==> config.mk <==
export PLATFORM = sky130hd
export DESIGN_NAME = move_sequencer
export DESIGN_NICKNAME = d
export VERILOG_FILES = /design/src/rtl/move_sequencer.sv
export SDC_FILE = /design/constraint.sdc
export NUM_CORES = 1
export LEC_CHECK = 0
export BUFFER_PORTS_ARGS = -buffer_cell sky130_fd_sc_hd__buf_2
export CAP_MARGIN = 40
export CORE_UTILIZATION = 60
export DETAILED_ROUTE_END_ITERATION = 8
export PLACE_DENSITY = 0.8
export RECOVER_POWER = 100
export SYNTH_ARGS = -nofsm -noshare
export SYNTH_HDL_FRONTEND = slang
export SYNTH_SLANG_ARGS = --single-unit
export TNS_END_PERCENT = 5
==> constraint.sdc <==
create_clock -name clk -period 7.9 [get_ports clk]
set_input_delay 1.58 -clock clk [delete_from_list [all_inputs] [get_ports clk]]
set_output_delay 1.58 -clock clk [all_outputs]
set_load 0.01 [all_outputs]
==> src/rtl/move_sequencer.sv <==
// move_sequencer: register-programmed stepper move queue.
// Moves ({dir, steps}) are pushed through a small command FIFO and run one at
// a time. Each move clears the external step counter, loads its limit, enables
// the motor until the counter reports done, and then settles for a fixed idle
// time. A RUN watchdog raises a sticky fault and flushes the queue.
//
// Ports
//   clk, rst_n        clock (rising edge), asynchronous active-low reset
//   addr/cs/wr/rd     register bus; data_in write data, data_out read data (comb)
//   enable, motor_dir motor enable, direction (0 = CW, 1 = CCW)
//   limit_out         step limit presented to the counter
//   load_limit        one-clock limit load pulse
//   cnt_clr           one-clock counter clear pulse
//   done              counter limit reached (level)
//   busy              sequencer not idle
//   irq               completion pending or fault
module move_sequencer #(
  parameter int unsigned FIFO_DEPTH     = 4,
  parameter int unsigned SETTLE_CYCLES  = 100,
  parameter int unsigned TIMEOUT_CYCLES = 100000
) (
  input  logic        clk,
  input  logic        rst_n,
  input  logic [15:0] addr,
  input  logic        cs,
  input  logic        wr,
  input  logic        rd,
  input  logic [7:0]  data_in,
  output logic [7:0]  data_out,
  output logic        enable,
  output logic        motor_dir,
  output logic [15:0] limit_out,
  output logic        load_limit,
  output logic        cnt_clr,
  input  logic        done,
  output logic        busy,
  output logic        irq
);

  localparam int unsigned AW = (FIFO_DEPTH > 1) ? $clog2(FIFO_DEPTH) : 1;
  localparam int unsigned LW = $clog2(FIFO_DEPTH + 1);
  localparam int unsigned RW = (TIMEOUT_CYCLES > 1) ? $clog2(TIMEOUT_CYCLES) : 1;
  localparam int unsigned SW = (SETTLE_CYCLES > 1) ? $clog2(SETTLE_CYCLES) : 1;
  localparam int unsigned EW = 17;

  typedef enum logic [2:0] {
    S_IDLE   = 3'd0,
    S_CLEAR  = 3'd1,
    S_LOAD   = 3'd2,
    S_RUN    = 3'd3,
    S_SETTLE = 3'd4,
    S_FAULT  = 3'd5
  } state_t;

  state_t          state_q, state_d;
  logic [7:0]      steps_lo, steps_hi;
  logic [EW-1:0]   mem [FIFO_DEPTH];
  logic [AW-1:0]   wr_ptr, rd_ptr;
  logic [LW-1:0]   fifo_cnt;
  logic [RW-1:0]   run_cnt;
  logic [SW-1:0]   settle_cnt;
  logic [7:0]      cmp_cnt;
  logic            fault, overflow, cmp_pend;

  logic            fifo_full, fifo_empty;
  logic            cmd_wr, abort, clr_flags, push_req, push_ok, push_drop;
  logic            pop, go_load, complete, timeout, flush;
  logic [EW-1:0]   head;

  // Register decode; an abort in the same write discards the push.
  assign cmd_wr     = cs & wr & (addr == 16'h0002);
  assign abort      = cmd_wr & data_in[2];
  assign clr_flags  = cmd_wr & data_in[3];
  assign push_req   = cmd_wr & data_in[1] & ~data_in[2];

  assign fifo_full  = (fifo_cnt == LW'(FIFO_DEPTH));
  assign fifo_empty = (fifo_cnt == '0);
  assign head       = mem[rd_ptr];

  // A full FIFO still accepts a push when the head leaves in the same clock.
  assign push_ok    = push_req & (state_q != S_FAULT) & ~timeout & (~fifo_full | pop);
  assign push_drop  = push_req & ~push_ok;
  assign flush      = abort | timeout;

  assign busy       = (state_q != S_IDLE);
  assign irq        = cmp_pend | fault;

  // State register.
  always_ff @(posedge clk or negedge rst_n) begin
    if (!rst_n) state_q <= S_IDLE;
    else        state_q <= state_d;
  end

  // Next-state and sequencing strobes.
  always_comb begin
    state_d  = state_q;
    pop      = 1'b0;
    go_load  = 1'b0;
    complete = 1'b0;
    timeout  = 1'b0;
    if (abort) begin
      state_d = S_IDLE;
    end else begin
      case (state_q)
        S_IDLE: begin
          if (!fifo_empty) begin
            state_d = S_CLEAR;
            pop     = 1'b1;
          end
        end
        S_CLEAR: begin
          // A zero-length move completes without ever enabling the motor.
          if (limit_out == '0) begin
            state_d  = S_IDLE;
            complete = 1'b1;
          end else begin
            state_d = S_LOAD;
            go_load = 1'b1;
          end
        end
        S_LOAD: state_d = S_RUN;
        S_RUN: begin
          // done is not trusted in the first RUN clock (counter just loaded).
          if ((run_cnt != '0) && done) begin
            state_d  = S_SETTLE;
            complete = 1'b1;
          end else if (run_cnt == RW'(TIMEOUT_CYCLES - 1)) begin
            state_d = S_FAULT;
            timeout = 1'b1;
          end
        end
        S_SETTLE: begin
          if (settle_cnt == SW'(SETTLE_CYCLES - 1)) state_d = S_IDLE;
        end
        S_FAULT: begin
          if (clr_flags) state_d = S_IDLE;
        end
        default: state_d = S_IDLE;
      endcase
    end
  end

  // Command FIFO storage.
  always_ff @(posedge clk) begin
    if (push_ok) mem[wr_ptr] <= {data_in[0], steps_hi, steps_lo};
  end

  // Command FIFO pointers and level.
  always_ff @(posedge clk or negedge rst_n) begin
    if (!rst_n) begin
      wr_ptr   <= '0;
      rd_ptr   <= '0;
      fifo_cnt <= '0;
    end else if (flush) begin
      wr_ptr   <= '0;
      rd_ptr   <= '0;
      fifo_cnt <= '0;
    end else begin
      if (push_ok) wr_ptr <= (wr_ptr == AW'(FIFO_DEPTH - 1)) ? '0 : wr_ptr + AW'(1);
      if (pop)     rd_ptr <= (rd_ptr == AW'(FIFO_DEPTH - 1)) ? '0 : rd_ptr + AW'(1);
      case ({push_ok, pop})
        2'b10:   fifo_cnt <= fifo_cnt + LW'(1);
        2'b01:   fifo_cnt <= fifo_cnt - LW'(1);
        default: fifo_cnt <= fifo_cnt;
      endcase
    end
  end

  // Staging registers, motor outputs, counters and sticky flags.
  always_ff @(posedge clk or negedge rst_n) begin
    if (!rst_n) begin
      steps_lo   <= '0;
      steps_hi   <= '0;
      limit_out  <= '0;
      motor_dir  <= 1'b0;
      cnt_clr    <= 1'b0;
      load_limit <= 1'b0;
      enable     <= 1'b0;
      run_cnt    <= '0;
      settle_cnt <= '0;
      cmp_cnt    <= '0;
      fault      <= 1'b0;
      overflow   <= 1'b0;
      cmp_pend   <= 1'b0;
    end else begin
      if (cs && wr && addr == 16'h0000) steps_lo <= data_in;
      if (cs && wr && addr == 16'h0001) steps_hi <= data_in;
      // Direction only changes while the motor is disabled (IDLE -> CLEAR).
      if (pop) begin
        limit_out <= head[15:0];
        motor_dir <= head[16];
      end
      cnt_clr    <= pop;
      load_limit <= go_load;
      enable     <= (state_d == S_RUN);
      if (state_q == S_RUN) run_cnt <= run_cnt + RW'(1);
      else                  run_cnt <= '0;
      if (state_q == S_SETTLE) settle_cnt <= settle_cnt + SW'(1);
      else                     settle_cnt <= '0;
      if (complete) cmp_cnt <= cmp_cnt + 8'd1;
      // Events raised in the same clock as a clear take precedence.
      if (clr_flags) begin
        fault    <= 1'b0;
        overflow <= 1'b0;
        cmp_pend <= 1'b0;
      end
      if (complete)  cmp_pend <= 1'b1;
      if (timeout)   fault    <= 1'b1;
      if (push_drop) overflow <= 1'b1;
    end
  end

  // Combinational register read port.
  always_comb begin
    data_out = '0;
    if (cs && rd) begin
      case (addr)
        16'h0000: data_out = {fault, overflow, cmp_pend, fifo_full, fifo_empty, 3'(state_q)};
        16'h0001: data_out = 8'(fifo_cnt);
        16'h0002: data_out = cmp_cnt;
        16'h0003: data_out = limit_out[7:0];
        16'h0004: data_out = limit_out[15:8];
        default:  data_out = '0;
      endcase
    end
  end

endmodule

## Word level (Yosys, flattened, before mapping)

Memory sizes are Yosys's and may differ from the RTL's. A register that Yosys moved wholly into a read port is not among the register bits.
Index checks and enable logic that the tools add are counted.
W data, S select, Z words.

| word-level totals | value |
|---|---|
| register bits | 64 |
| latch bits | 0 |
| bits in writable memories | 68 |
| bits in read-only memories | 0 |
| input bits | 30 |
| output and inout port bits | 30 |
| word-level logic and storage cells | 116 |
| memories kept | 1 |

Memory list:

| name | depth | width | rd ports | clocked after Yosys merged registers in | wr ports | line | text |
|---|---|---|---|---|---|---|---|
| mem | 4 | 17 | 1 | 1 | 1 | 57 | `logic [EW-1:0] mem [FIFO_DEPTH];` |

| operators by class | value |
|---|---|
| add/subtract/negate cells | 7 |
| $mul | 0 |
| divide/modulo/power cells | 0 |
| $lt $le $gt $ge | 0 |
| equality and inequality tests | 18 |
| shift operators | 0 |
| mux-type cells | 40 |
| bitwise logic cells | 17 |
| reductions and logical operators | 18 |

Operators with widths:

| operator | number |
|---|---|
| $pmux W8 S5 | 1 |
| $eq A16 B2 Y1 const B | 2 |
| $logic_not A16 Y1 | 2 |
| $mux W3 | 7 |
| $mux W1 | 19 |
| $pmux W3 S6 | 1 |
| $add A17 B1 Y17 const B | 1 |
| $eq A17 B17 Y1 const B | 1 |
| $mux W17 | 1 |
| $reduce_bool A17 Y1 | 1 |
| $eq A16 B1 Y1 const B | 1 |
| $eq A16 B3 Y1 const B | 1 |
| $mux W2 | 7 |
| $and A1 B1 Y1 | 10 |
| $reduce_bool A2 Y1 | 5 |
| $eq A3 B2 Y1 const B | 3 |
| $eq A3 B3 Y1 const B | 3 |
| $add A8 B1 Y8 const B | 1 |
| $mux W8 | 1 |
| $add A7 B1 Y7 const B | 1 |
| $eq A7 B7 Y1 const B | 1 |
| $mux W7 | 1 |
| $eq A2 B2 Y1 const B | 3 |
| $logic_not A3 Y1 | 2 |
| 13 further kinds | 24 |

## Longest topological paths before layout

| logic depth | value |
|---|---|
| depth in word-level cells | 11 |
| depth in mapped cells | 12 |
| gate-level depth less buffers | 10 |

## Worst setup path before layout

Ideal clock, no wire load.

| timing path | value |
|---|---|
| path type | input -> output |
| start point | in addr[9] |
| end point | out data_out[0] |
| data arrival time | 3.641 ns |
| required time | 6.320 ns |
| setup slack | 2.679 ns |
| stages on the path | 7 |
| path buffers | 1 |
| cell sequence | or4_4 > or4_4 > or2_1 > buf_6 > nor4b_4 > a22oi_1 > nor2_1 |

| on the way | value |
|---|---|
| longest elaborated chain between the ends | 3 |
| elaborated cells between the ends (all ways) | 7 |
| classes of those cells | 4 x eq/ne; 2 x mux; 1 x reduce/logical |

Ends and longest elaborated chain:

| what | line | text |
|---|---|---|
| from (decl) | 24 | `input logic [15:0] addr,` |
| $eq A16 B3 Y1 (tied with other cells) | 217 | `case (addr)` |
| $pmux W8 S5 (*) | 217 |  |
| $mux W8 (*) | 216 | `if (cs && rd) begin` |
| to (decl) | 29 | `output logic [7:0] data_out,` |

Mark *: on every way between the ends. The rest lies on a longest branch, timed or not.

## Final worst setup path

Same ends and word-level chain as after synthesis.

==> parameters.txt <==
Parameter                              Value

Worst setup path
  Reg2Reg Depth ... 7
  Top Family by Delay on Critical Path ... simple AND/OR/NAND/NOR gates
  Worst EP arrival ... 4.68 ns
  Type of the worst setup path ... input port to output pin
  Critical Path Sink Type ... output pin
  Critical path peak fanout ... 8
  Worst-path cell chain ... buf_2 > or4_1 > or4_1 > or2_0 > nor4b_1 > a22oi_1 > nor2_1 > clkbuf_1
  Reg2Reg Launch Point ... limit_out[3]$_DFFE_PN0P_
  Slowest stage cell on the critical path ... sky130_fd_sc_hd__nor4b_1
  Buffering stage count on the worst path with inverters included ... 2
  Largest incremental delay on the critical path ... 1.04 ns
  Category of the worst setup path launch point ... input port
  Worst path required time ... 6.32 ns
  Critical R2R Capture ... cmp_cnt[7]$_DFFE_PN0P_
  Most frequent cell on the critical path ... sky130_fd_sc_hd__or4_1
  Setup slack of the worst register-to-register path ... 4.17 ns

Timing
  Setup TNS Final ... 0 ns
  Max Clock Skew ... 0.007031 ns
  Fmax ... 159.8 MHz
  Slew @ Worst Pin ... 2.328 ns
  Worst max-slew margin expressed relative to the limit ... -55.20%
  Post-layout minimum cycle time ... 6.259 ns
  Unrepaired setup endpoints after global routing ... false
  Final setup violation count ... 0
  Endpoints failing hold ... 0
  Final worst-path cycle share ... 79.23%
  Number of max-slew violations in the final report ... 111
  Min setup slack post-route ... 1.641 ns

Yosys
  Post-synthesis sequential element count ... 149
  Most instantiated flip-flop cell in the synthesis netlist ... sky130_fd_sc_hd__dfrtp_1
  Post-synthesis cell count ... 473
  Dominant combinational cell family by area after synthesis ... simple AND/OR/NAND/NOR gates
  Synth Area in Simple Gates ... 13.81%
  Compound-Gate Fraction of Synth Area ... 4.125%
  Post-Syn Area per Cell ... 13.98 µm²
  Count of synthesis-stage warnings from yosys ... 0
  Netlist cell types ... 51
  Fraction of registers with async set or reset after synthesis ... 54.36%
  Net count after synthesis ... 513
  Share of cell area taken by muxes after synthesis ... 13.81%
  Cell area after synthesis ... 6613 µm²
  Share of the synthesized area in the top cell type ... 30.88%
  Library cell with the largest summed area after synthesis ... sky130_fd_sc_hd__edfxtp_1
  Number of enable flip-flop cells after synthesis ... 68
  Synthesized-area fraction occupied by adder cells ... 2.006%
  Largest cells by area after synthesis ... sky130_fd_sc_hd__edfxtp_1, sky130_fd_sc_hd__dfrtp_1, sky130_fd_sc_hd__mux4_2, sky130_fd_sc_hd__mux2_2, sky130_fd_sc_hd__nor2_1
  Synthesized-area fraction occupied by xor and xnor cells ... 3.179%
  Seq/Total Area, Yosys ... 61.53%

Power
  Switching share of total power ... 31.68%
  Pint ... 1566 µW
  Worst VDD drop ... 0.0002239 V
  Total chip power ... 2292 µW
  Comb pwr share ... 20.5%
  Sequential group share of total power ... 44.7%
  Switch Pwr ... 726.1 µW
  Standby leakage power ... 0.003109 µW
  Pwr/cell area ... 304.2 nW/µm²
  Share of power burned in the clock network ... 34.8%

Place
  Detailed placer's ending HPWL ... 9775 µm
  Count of input and output buffers ... 59
  Number of cells after detailed placement ... 660
  Routability cong. ... 0.8369
  DP Area ... 7128 µm²
  Placement Setup Slack ... 2.340 ns

Min path
  WHS Endpoint ... cmp_cnt[7]$_DFFE_PN0P_
  Hold Crit Depth ... 1
  Beginning of the worst hold path ... cmp_cnt[7]$_DFFE_PN0P_
  Kind of path behind the tightest hold check ... register to register

Route
  1st-pass router iterations ... 4
  Count of nets left with antenna violations after detail routing ... 0
  Starting DRT DRC Count ... 322
  Drt total wl ... 14310 µm
  DRC violations left ... 0
  Count of vias placed by the detailed router ... 4214
  Number of vias per cell after detailed routing ... 6.090
  Average wire per standard cell ... 20.67 µm

Global route
  Overall Global Routing Usage ... 27.79%
  Global-route wire length before repair ... 23020 µm
  Number of antenna violations at the first check in global routing ... 0
  Largest net degree at the start of global routing ... 44
  Global route total overflow ... 0
  Via count of the first global-routing pass ... 4424

Floorplan
  Floorplan core area ... 10510 µm²
  Cell row count ... 37
  Number of top-level pins ... 60
  Die height ... 107.0 µm
  Initial core utilization ... 62.92%
  Die area ... 11440 µm²
  Die width ... 107.0 µm

Cells and area
  Layout cell share with drive strength beyond 1 ... 20.14%
  Layout fillers ... 669
  Post-layout instance area ... 7535 µm²
  Number of nets in the finished design ... 583
  Final non-filler cell total ... 692
  Area Overhead vs Synth ... 13.95%
  Top library cells by usage in the layout, fill and taps aside ... sky130_fd_sc_hd__dfrtp_1, sky130_fd_sc_hd__edfxtp_1, sky130_fd_sc_hd__nor2_1
  Leading cell type in the layout, fill and taps excluded ... sky130_fd_sc_hd__dfrtp_1
  Antenna cell count ... 0

Flow run
  Reported max-cap violation count ... 5

Clocking
  Library cell used as clock root buffer ... sky130_fd_sc_hd__clkbuf_8
  Number of levels the H-tree was split into ... 4
  Count of clock tree sinks ... 149
  Number of buffers inserted by hold repair at cts ... 0
  Clock Tree Buf Depth ... 2
  Number of buffers inserted to repair setup after CTS ... 0
  Number of buffers created by CTS ... 17
  Post-CTS Resized ... 0
  Clock insertion delay at the later pin of the skew report ... 0.54 ns
  Clock slew at reported path FFs ... 0.06 ns
  Clock tree from TritonCTS ... done

Outcome
  Run status ... complete, but fails checks
  Violated checks ... capacitance limit, slew limit
==> power groups by stage <==
| stage | Combinational (µW) | Sequential (µW) | Clock, µW |
|---|---|---|---|
| final | 471 | 1020 | 797 |
| after CTS | 493 | 1020 | 810 |
| after global routing | 524 | 1040 | 840 |
| after floorplan | 323 | 998 | 0 |
| after detailed placement | 489 | 1030 | 0 |
| after global placement | 441 | 1050 | 0 |
==> metrics by stage <==
| stage | hold WS (ns) | util [%] |
|---|---|---|
| after floorplan | 0.4414 | - |
| after global placement | 0.4606 | 66.81 |
| after detailed placement | 0.4681 | 67.83 |
| after CTS | 0.4825 | 73.39 |
| after global routing | 0.4974 | 71.70 |
| final | 0.4817 | 71.70 |
==> state kept, by name, summed over array words and instances, names as in the netlist <==
signal	cells
wr_ptr	2
cmp_cnt	8
mem	68
fault	1
overflow	1
load_limit	1
cmp_pend	1
state_q	3
steps_hi	8
rd_ptr	2
fifo_cnt	3
enable	1
motor_dir	1
run_cnt	17
cnt_clr	1
steps_lo	8
limit_out	16
settle_cnt	7
==> cell usage after synthesis, types with 2 or more instances <==
master / instances
sky130_fd_sc_hd__nand3b_1: 2
sky130_fd_sc_hd__mux2_2: 34
sky130_fd_sc_hd__or4_4: 2
sky130_fd_sc_hd__a211oi_1: 2
sky130_fd_sc_hd__mux4_2: 20
sky130_fd_sc_hd__nor3b_1: 3
sky130_fd_sc_hd__nor4_1: 8
sky130_fd_sc_hd__or3_1: 4
sky130_fd_sc_hd__a21o_1: 3
sky130_fd_sc_hd__nor2_1: 45
sky130_fd_sc_hd__a31oi_1: 2
sky130_fd_sc_hd__or4_1: 4
sky130_fd_sc_hd__clkbuf_1: 11
sky130_fd_sc_hd__nand4_1: 8
sky130_fd_sc_hd__or2_2: 2
sky130_fd_sc_hd__nor4_4: 2
sky130_fd_sc_hd__nand2b_1: 4
sky130_fd_sc_hd__xnor2_1: 10
sky130_fd_sc_hd__nor2b_1: 3
sky130_fd_sc_hd__and3_1: 7
sky130_fd_sc_hd__nand2_1: 21
sky130_fd_sc_hd__and2_1: 7
sky130_fd_sc_hd__nor3_1: 11
sky130_fd_sc_hd__o21ai_0: 11
sky130_fd_sc_hd__nor4b_4: 2
sky130_fd_sc_hd__a21oi_1: 9
sky130_fd_sc_hd__edfxtp_1: 68
sky130_fd_sc_hd__o21a_1: 2
sky130_fd_sc_hd__a22oi_1: 8
sky130_fd_sc_hd__inv_1: 9
sky130_fd_sc_hd__mux2i_1: 8
sky130_fd_sc_hd__dfrtp_1: 81
sky130_fd_sc_hd__ha_1: 9
sky130_fd_sc_hd__nand3_1: 20
sky130_fd_sc_hd__xor2_1: 14
sky130_fd_sc_hd__buf_1: 2
==> metal layers <==
layer	up-vias	global-route usage (%)	share of wire, %
met1	2138	34.20	39
li1	1930	-	-
met2	117	46.64	53
met4	0	12.13	2.5
met5	-	0	0
met3	29	7.112	4.9
==> worst max path at each step <==
stage / from / to / slack, ns / depth (start not counted)
floorplan: addr[9] / data_out[0] / 2.68 / 7
global placement: addr[9] / data_out[4] / 2.41 / 8
detailed placement: addr[9] / data_out[0] / 2.34 / 8
CTS: addr[9] / data_out[0] / 2.33 / 8
global route: addr[9] / data_out[5] / 1.55 / 8
finish: addr[9] / data_out[0] / 1.64 / 8
==> final cells by class <==
type                            count  area, µm²  share of cell area, %
Clock buffer                       18      417.9                  5.546
Timing Repair Buffer               66      309.0                  4.102
Tap cell                          136      170.2                  2.258
Multi-Input combinational cell    300       2369                  31.43
Sequential cell                   149       4069                  54.00
Clock inverter                     14      166.4                  2.209
Inverter                            9      33.78                 0.4484
==> cells by family (layout without fill, tap and decap cells) <==
family	Yosys count	count (layout)
buf+inv	24	107
fa+ha+maj	10	10
simple gates	162	162
compound gates	42	42
mux	62	62
flops	149	149
xor+xnor	24	24
==> worst reg2reg max path, stage by stage (launching register included) <==
cell and delay (ns):
sky130_fd_sc_hd__dfrtp_1 0.42, sky130_fd_sc_hd__nor4_1 0.35, sky130_fd_sc_hd__nand4_1 0.20, sky130_fd_sc_hd__or2_2 0.32, sky130_fd_sc_hd__a2111oi_0 1.69, sky130_fd_sc_hd__nand4_1 0.28, sky130_fd_sc_hd__nor2_1 0.23, sky130_fd_sc_hd__xor2_1 0.16
No activity file was read; power rests on OpenSTA's default activity.
